--- config.mk ---
export PLATFORM = sky130hd
export DESIGN_NAME = img_count_bank
export DESIGN_NICKNAME = d
export VERILOG_FILES = /design/src/rtl/img_count_pkg.sv /design/src/rtl/img_channel_counter.sv /design/src/rtl/img_count_bank.sv
export SDC_FILE = /design/constraint.sdc
export NUM_CORES = 1
export LEC_CHECK = 0
export BUFFER_PORTS_ARGS = -buffer_cell sky130_fd_sc_hd__buf_4
export CAP_MARGIN = 20
export CELL_PAD_IN_SITES_DETAIL_PLACEMENT = 1
export CELL_PAD_IN_SITES_GLOBAL_PLACEMENT = 1
export CORE_ASPECT_RATIO = 0.9
export CORE_MARGIN = 5
export CORE_UTILIZATION = 44
export DETAILED_ROUTE_END_ITERATION = 12
export HOLD_SLACK_MARGIN = 0.15
export PLACE_DENSITY_LB_ADDON = 0.15
export RECOVER_POWER = 50
export SLEW_MARGIN = 15
export SYNTH_ARGS = -nofsm -noshare
export SYNTH_HDL_FRONTEND = slang
export SYNTH_SLANG_ARGS = --single-unit
--- constraint.sdc ---
create_clock -name clk -period 4.5 [get_ports clk]
set_input_delay 0.9 -clock clk [delete_from_list [all_inputs] [get_ports clk]]
set_output_delay 0.9 -clock clk [all_outputs]
set_load 0.05 [all_outputs]
--- src/rtl/img_count_pkg.sv ---
// -----------------------------------------------------------------------------
// img_count_pkg
// Shared definitions for the image-count bank: snapshot FSM state encoding and
// default configuration constants (channel count, counter width, channel ids).
// Build option: define IMG_CNT_SAT_EN to make the per-channel counters saturate
// instead of wrap (see img_channel_counter).
// -----------------------------------------------------------------------------
package img_count_pkg;

  localparam int NUM_CH_DEF = 2;
  localparam int CNT_W_DEF  = 16;
  localparam int CH_SCIENCE = 0;
  localparam int CH_NAV     = 1;

  typedef enum logic [1:0] {
    IDLE    = 2'd0,
    CAPTURE = 2'd1,
    PRESENT = 2'd2
  } flush_state_e;

endpackage

--- src/rtl/img_channel_counter.sv ---
// -----------------------------------------------------------------------------
// img_channel_counter
// One image-count channel: a CNT_W-bit up/down counter driven by add/remove
// pulses, with a sticky overflow/underflow flag.
// Build option IMG_CNT_SAT_EN: defined -> saturate at all-ones / zero,
// undefined -> wrap modulo 2^CNT_W. Either way the attempt sets ovf.
//
// Ports:
//   clk     in   clock, rising edge
//   reset   in   asynchronous active-high reset
//   add     in   image stored this cycle
//   remove  in   image erased this cycle
//   clear   in   synchronous zeroing of count and ovf (wins over add/remove)
//   count   out  current count
//   ovf     out  sticky overflow/underflow flag
// -----------------------------------------------------------------------------
module img_channel_counter
  import img_count_pkg::*;
#(
  parameter int CNT_W = CNT_W_DEF
) (
  input  logic             clk,
  input  logic             reset,
  input  logic             add,
  input  logic             remove,
  input  logic             clear,
  output logic [CNT_W-1:0] count,
  output logic             ovf
);

  localparam logic [CNT_W-1:0] ONE  = {{(CNT_W-1){1'b0}}, 1'b1};
  localparam logic [CNT_W-1:0] ZERO = '0;
  localparam logic [CNT_W-1:0] FULL = '1;

  logic [CNT_W-1:0] count_q, count_d;
  logic             ovf_q, ovf_d;

  always_comb begin
    count_d = count_q;
    ovf_d   = ovf_q;
    if (clear) begin
      count_d = ZERO;
      ovf_d   = 1'b0;
    end else if (add && !remove) begin
      if (count_q == FULL) begin
        ovf_d = 1'b1;
`ifdef IMG_CNT_SAT_EN
        count_d = FULL;
`else
        count_d = ZERO;
`endif
      end else begin
        count_d = count_q + ONE;
      end
    end else if (remove && !add) begin
      if (count_q == ZERO) begin
        ovf_d = 1'b1;
`ifdef IMG_CNT_SAT_EN
        count_d = ZERO;
`else
        count_d = FULL;
`endif
      end else begin
        count_d = count_q - ONE;
      end
    end
  end

  always_ff @(posedge clk or posedge reset) begin
    if (reset) begin
      count_q <= ZERO;
      ovf_q   <= 1'b0;
    end else begin
      count_q <= count_d;
      ovf_q   <= ovf_d;
    end
  end

  assign count = count_q;
  assign ovf   = ovf_q;

endmodule

--- src/rtl/img_count_bank.sv ---
// -----------------------------------------------------------------------------
// img_count_bank
// Bank of NUM_CH image counters (ch0 science, ch1 nav) plus a snapshot readout
// path: a flush request captures all counters into out_numimg_reg and presents
// it with a valid/ready handshake. Requests arriving while a snapshot is in
// flight coalesce into one pending request served right after the handshake.
// Build option IMG_CNT_SAT_EN selects saturating counters (default wraps).
//
// Ports:
//   clk                    in   clock, rising edge
//   reset                  in   asynchronous active-high reset
//   img_added[NUM_CH]      in   per-channel add pulse
//   img_removed[NUM_CH]    in   per-channel remove pulse
//   clear_counts           in   zero all counters and ovf flags
//   start_flush_numimg_reg in   snapshot request pulse
//   out_ready              in   consumer accepts snapshot
//   out_numimg_reg         out  snapshot, channel k at [k*CNT_W +: CNT_W]
//   out_valid_numimg_reg   out  snapshot valid
//   out_ovf[NUM_CH]        out  sticky per-channel overflow/underflow
//   busy                   out  snapshot capture/presentation in progress
// -----------------------------------------------------------------------------
module img_count_bank
  import img_count_pkg::*;
#(
  parameter int NUM_CH = NUM_CH_DEF,
  parameter int CNT_W  = CNT_W_DEF
) (
  input  logic                    clk,
  input  logic                    reset,
  input  logic [NUM_CH-1:0]       img_added,
  input  logic [NUM_CH-1:0]       img_removed,
  input  logic                    clear_counts,
  input  logic                    start_flush_numimg_reg,
  input  logic                    out_ready,
  output logic [NUM_CH*CNT_W-1:0] out_numimg_reg,
  output logic                    out_valid_numimg_reg,
  output logic [NUM_CH-1:0]       out_ovf,
  output logic                    busy
);

  logic [NUM_CH*CNT_W-1:0] counts;

  for (genvar g = 0; g < NUM_CH; g++) begin : g_ch
    img_channel_counter #(
      .CNT_W (CNT_W)
    ) u_cnt (
      .clk    (clk),
      .reset  (reset),
      .add    (img_added[g]),
      .remove (img_removed[g]),
      .clear  (clear_counts),
      .count  (counts[g*CNT_W +: CNT_W]),
      .ovf    (out_ovf[g])
    );
  end

  flush_state_e            state_q, state_d;
  logic                    pend_q, pend_d;
  logic [NUM_CH*CNT_W-1:0] snap_q, snap_d;

  always_comb begin
    state_d = state_q;
    pend_d  = pend_q;
    snap_d  = snap_q;
    unique case (state_q)
      IDLE: begin
        if (start_flush_numimg_reg) state_d = CAPTURE;
      end
      CAPTURE: begin
        // Counter registers as they stand now; this cycle's pulses land after.
        snap_d  = counts;
        state_d = PRESENT;
        if (start_flush_numimg_reg) pend_d = 1'b1;
      end
      PRESENT: begin
        if (out_ready) begin
          // A request arriving on the accept cycle is treated as pending.
          if (pend_q || start_flush_numimg_reg) begin
            state_d = CAPTURE;
            pend_d  = 1'b0;
          end else begin
            state_d = IDLE;
          end
        end else if (start_flush_numimg_reg) begin
          pend_d = 1'b1;
        end
      end
      default: state_d = IDLE;
    endcase
  end

  always_ff @(posedge clk or posedge reset) begin
    if (reset) begin
      state_q <= IDLE;
      pend_q  <= 1'b0;
      snap_q  <= '0;
    end else begin
      state_q <= state_d;
      pend_q  <= pend_d;
      snap_q  <= snap_d;
    end
  end

  assign out_numimg_reg       = snap_q;
  assign out_valid_numimg_reg = (state_q == PRESENT);
  assign busy                 = (state_q != IDLE);

endmodule

==> run metrics <==
CP top delay family=simple AND/OR/NAND/NOR gates; Max Clock Freq=376 MHz; Synth area leaders=dfrtp_1, mux2_2, nand2_1; Clock power frac=0.232; cts bufs inserted=9; Resize count post-CTS=0; Post-Syn Area=4680 sq um; hold_ws=507 ps; Rel. slew slack=-0.456; first-pass GRT wire length=22900 microns; I/O pins=45; root buffer cell=clkbuf_16; internal power=1950 uW; total leakage power=0.00228 uW; Logic pwr share=0.465; Via-to-Cell Ratio=6.33; WP buf/inv=0; Layout area overhead=12.5%; IO buf count=44; Power Density=667 nW/um^2; largest net degree at the start of global routing=46; Async S/R FF share, synth=1.00; Worst Hold End=out_numimg_reg[5]$_DFFE_PP0N_; TritonCTS clock tree=done; top_reg_cell synth=dfrtp_1; placed inst area=4940 sq um; die height=108 microns; Routed WL=13900 microns; Worst-path clk slew=60 ps; setup violators final=0; DR WL/cell=21.3 microns; HP Start=out_numimg_reg[5]$_DFFE_PP0N_; GRT Util Overall=0.223; drt drc=0; die area=12800 sq um; drt first pass iters=5; Sw Pwr=1570 uW; ant diodes=0; core area=10300 sq um; via count=4140; number of global-route vias before repair=4273; endpoint class of the critical path=flop; post-synth cell types=79; EDFF count, synth=0; final hold viol count=0; Final Critical Period=2660 ps; CP Launch Type=flop; failing checks=max-capacitance violations, max-slew violations; Final Cycle Share=0.590; sw frac=0.446; post-route ant nets=0; RePlAce Congestion=0.913; Commonest cells post-synth=dfrtp_1, nand2_1, mux2_2; status=finished, violations left; CP Max Fanout=12; gr busiest metal=met2; dpl hpwl=9580 microns; Worst Tran Pin Value=2170 ps; top-count cell post-synth=dfrtp_1; # Post-CTS Setup Buffers=0; starting density of the core=0.453; Clock Path Buffers=2; Seq/Total Area, Yosys=0.369; Warnings, synthesis=0; die width=119 microns; Setup Crit Path Kind=reg2reg; final-stage net count=540; r2r startpoint=g_ch[0].u_cnt.count[2]$_DFFE_PP0P_; post-layout instance area=5270 sq um; worst hold path type=reg2reg; met2 Resource Use GR=0.339; met1 usage=0.313; Worst Path Arrival=2900 ps; Synth area leader=dfrtp_1; synthesized flop and latch total=69; Hold Crit Depth=1; r2r endpoint=g_ch[0].u_cnt.count[12]$_DFFE_PP0P_; syn nets=526; Max Cap Violations=1; M3 GR Usage=0.0583; clk_skew=9.16 ps; RSZ-0062 raised after global routing=false; initial antenna violation count=0; R2R depth=5; proportion of layout cells with a drive suffix above 1=0.227; top cell type's share of synthesized area=0.369; Max IR drop VDD=382 uV; Slew Limit Fails=46; clock sinks=69; CP max stage cell=nor4_4; latest clock arrival within the worst-skew pair=330 ps; TNS Setup=0 ps; R2R setup slack=1840 ps; synthesized netlist cell count=506; overflow left after global routing=0; CP max stage delay=690 ps; sequential power share=0.303; worst path cell trace=nor4_4 -> nand4_2 -> nand2_1 -> o21ai_0 -> o22ai_1; H-tree levels=3; DRT iter0 DRCs=311; critical path required time=4740 ps; Rows=35; Post-CTS Hold Buffers=0; synthesized area per cell=9.26 sq um
-- layer usage --
layer / share of wire / vias to the layer above
met1: 0.49 / 2097
met3: 0.063 / 17
met5: 0 / -
li1: - / 1899
met2: 0.44 / 127
met4: 0.011 / 0
-- through the flow --
stage	cells	total power (uW)	setup slack, ps	util
finish	654	3510	1840	0.510
global route	654	3700	1690	0.510
CTS	654	3550	1870	0.511
detailed placement	638	2710	1730	0.478
global placement	637	2660	1790	0.477
floorplan	506	2290	1860	-
-- worst max-delay path by stage --
| stage | start | endpoint | slack, ps | cells after the start |
|---|---|---|---|---|
| 6_report | g_ch[0].u_cnt.count[2]$_DFFE_PP0P_ | g_ch[0].u_cnt.count[12]$_DFFE_PP0P_ | 1840 | 5 |
| 5_1_grt | g_ch[0].u_cnt.count[2]$_DFFE_PP0P_ | g_ch[0].u_cnt.count[13]$_DFFE_PP0P_ | 1690 | 5 |
| 4_1_cts | g_ch[0].u_cnt.count[2]$_DFFE_PP0P_ | g_ch[0].u_cnt.count[12]$_DFFE_PP0P_ | 1870 | 5 |
| 3_5_place_dp | img_removed[0] | g_ch[0].u_cnt.count[6]$_DFFE_PP0P_ | 1730 | 5 |
| 3_3_place_gp | img_removed[0] | g_ch[0].u_cnt.count[6]$_DFFE_PP0P_ | 1790 | 5 |
| 2_1_floorplan | reset | g_ch[0].u_cnt.count[0]$_DFFE_PP0P_ | 1860 | 1 |
-- power by group through the flow --
stage	Sequential, uW	Combinational (uW)	Clock, uW
6_report	1070	1630	815
3_3_place_gp	1060	1600	0
5_1_grt	1100	1750	857
4_1_cts	1060	1650	834
3_5_place_dp	1070	1640	0
2_1_floorplan	1290	993	0
-- logic make-up (layout without fill, tap and decap cells) --
logic type / count (synthesis) / in the layout / share of synthesized area
adders and majority gates: 11 / 11 / 0.0294
and+or+nand+nor: 181 / 181 / 0.215
muxes: 36 / 36 / 0.0860
AOI/OAI and AO/OA: 128 / 128 / 0.194
buffers and inverters: 63 / 82 / 0.0735
DFF: 69 / 69 / 0.369
xor gates and xnor gates: 18 / 18 / 0.0337
-- cell usage in the layout (no fill, tap or decap), drive strengths merged, types with 8 or more instances in the layout --
master	instances
a21oi	20
a31oi	8
and2	9
buf	44
clkbuf	18
dfrtp	69
ha	11
inv	16
mux2	34
nand2	44
nand3	19
nand4	17
nor2	32
nor3	14
nor4	11
o211ai	13
o21ai	27
xnor2	9
xor2	9
-- cell type report --
| type | count | area, sq um |
|---|---|---|
| fillers | 1176 | 5070 |
| well taps | 129 | 161 |
| inverters | 17 | 65.1 |
| clock inverters | 3 | 65.1 |
| flip-flops and latches | 69 | 1730 |
| multi-input cells | 374 | 2610 |
| repair buffers | 49 | 357 |
| clock buffers | 13 | 280 |
(Power assumes the default switching activity.)
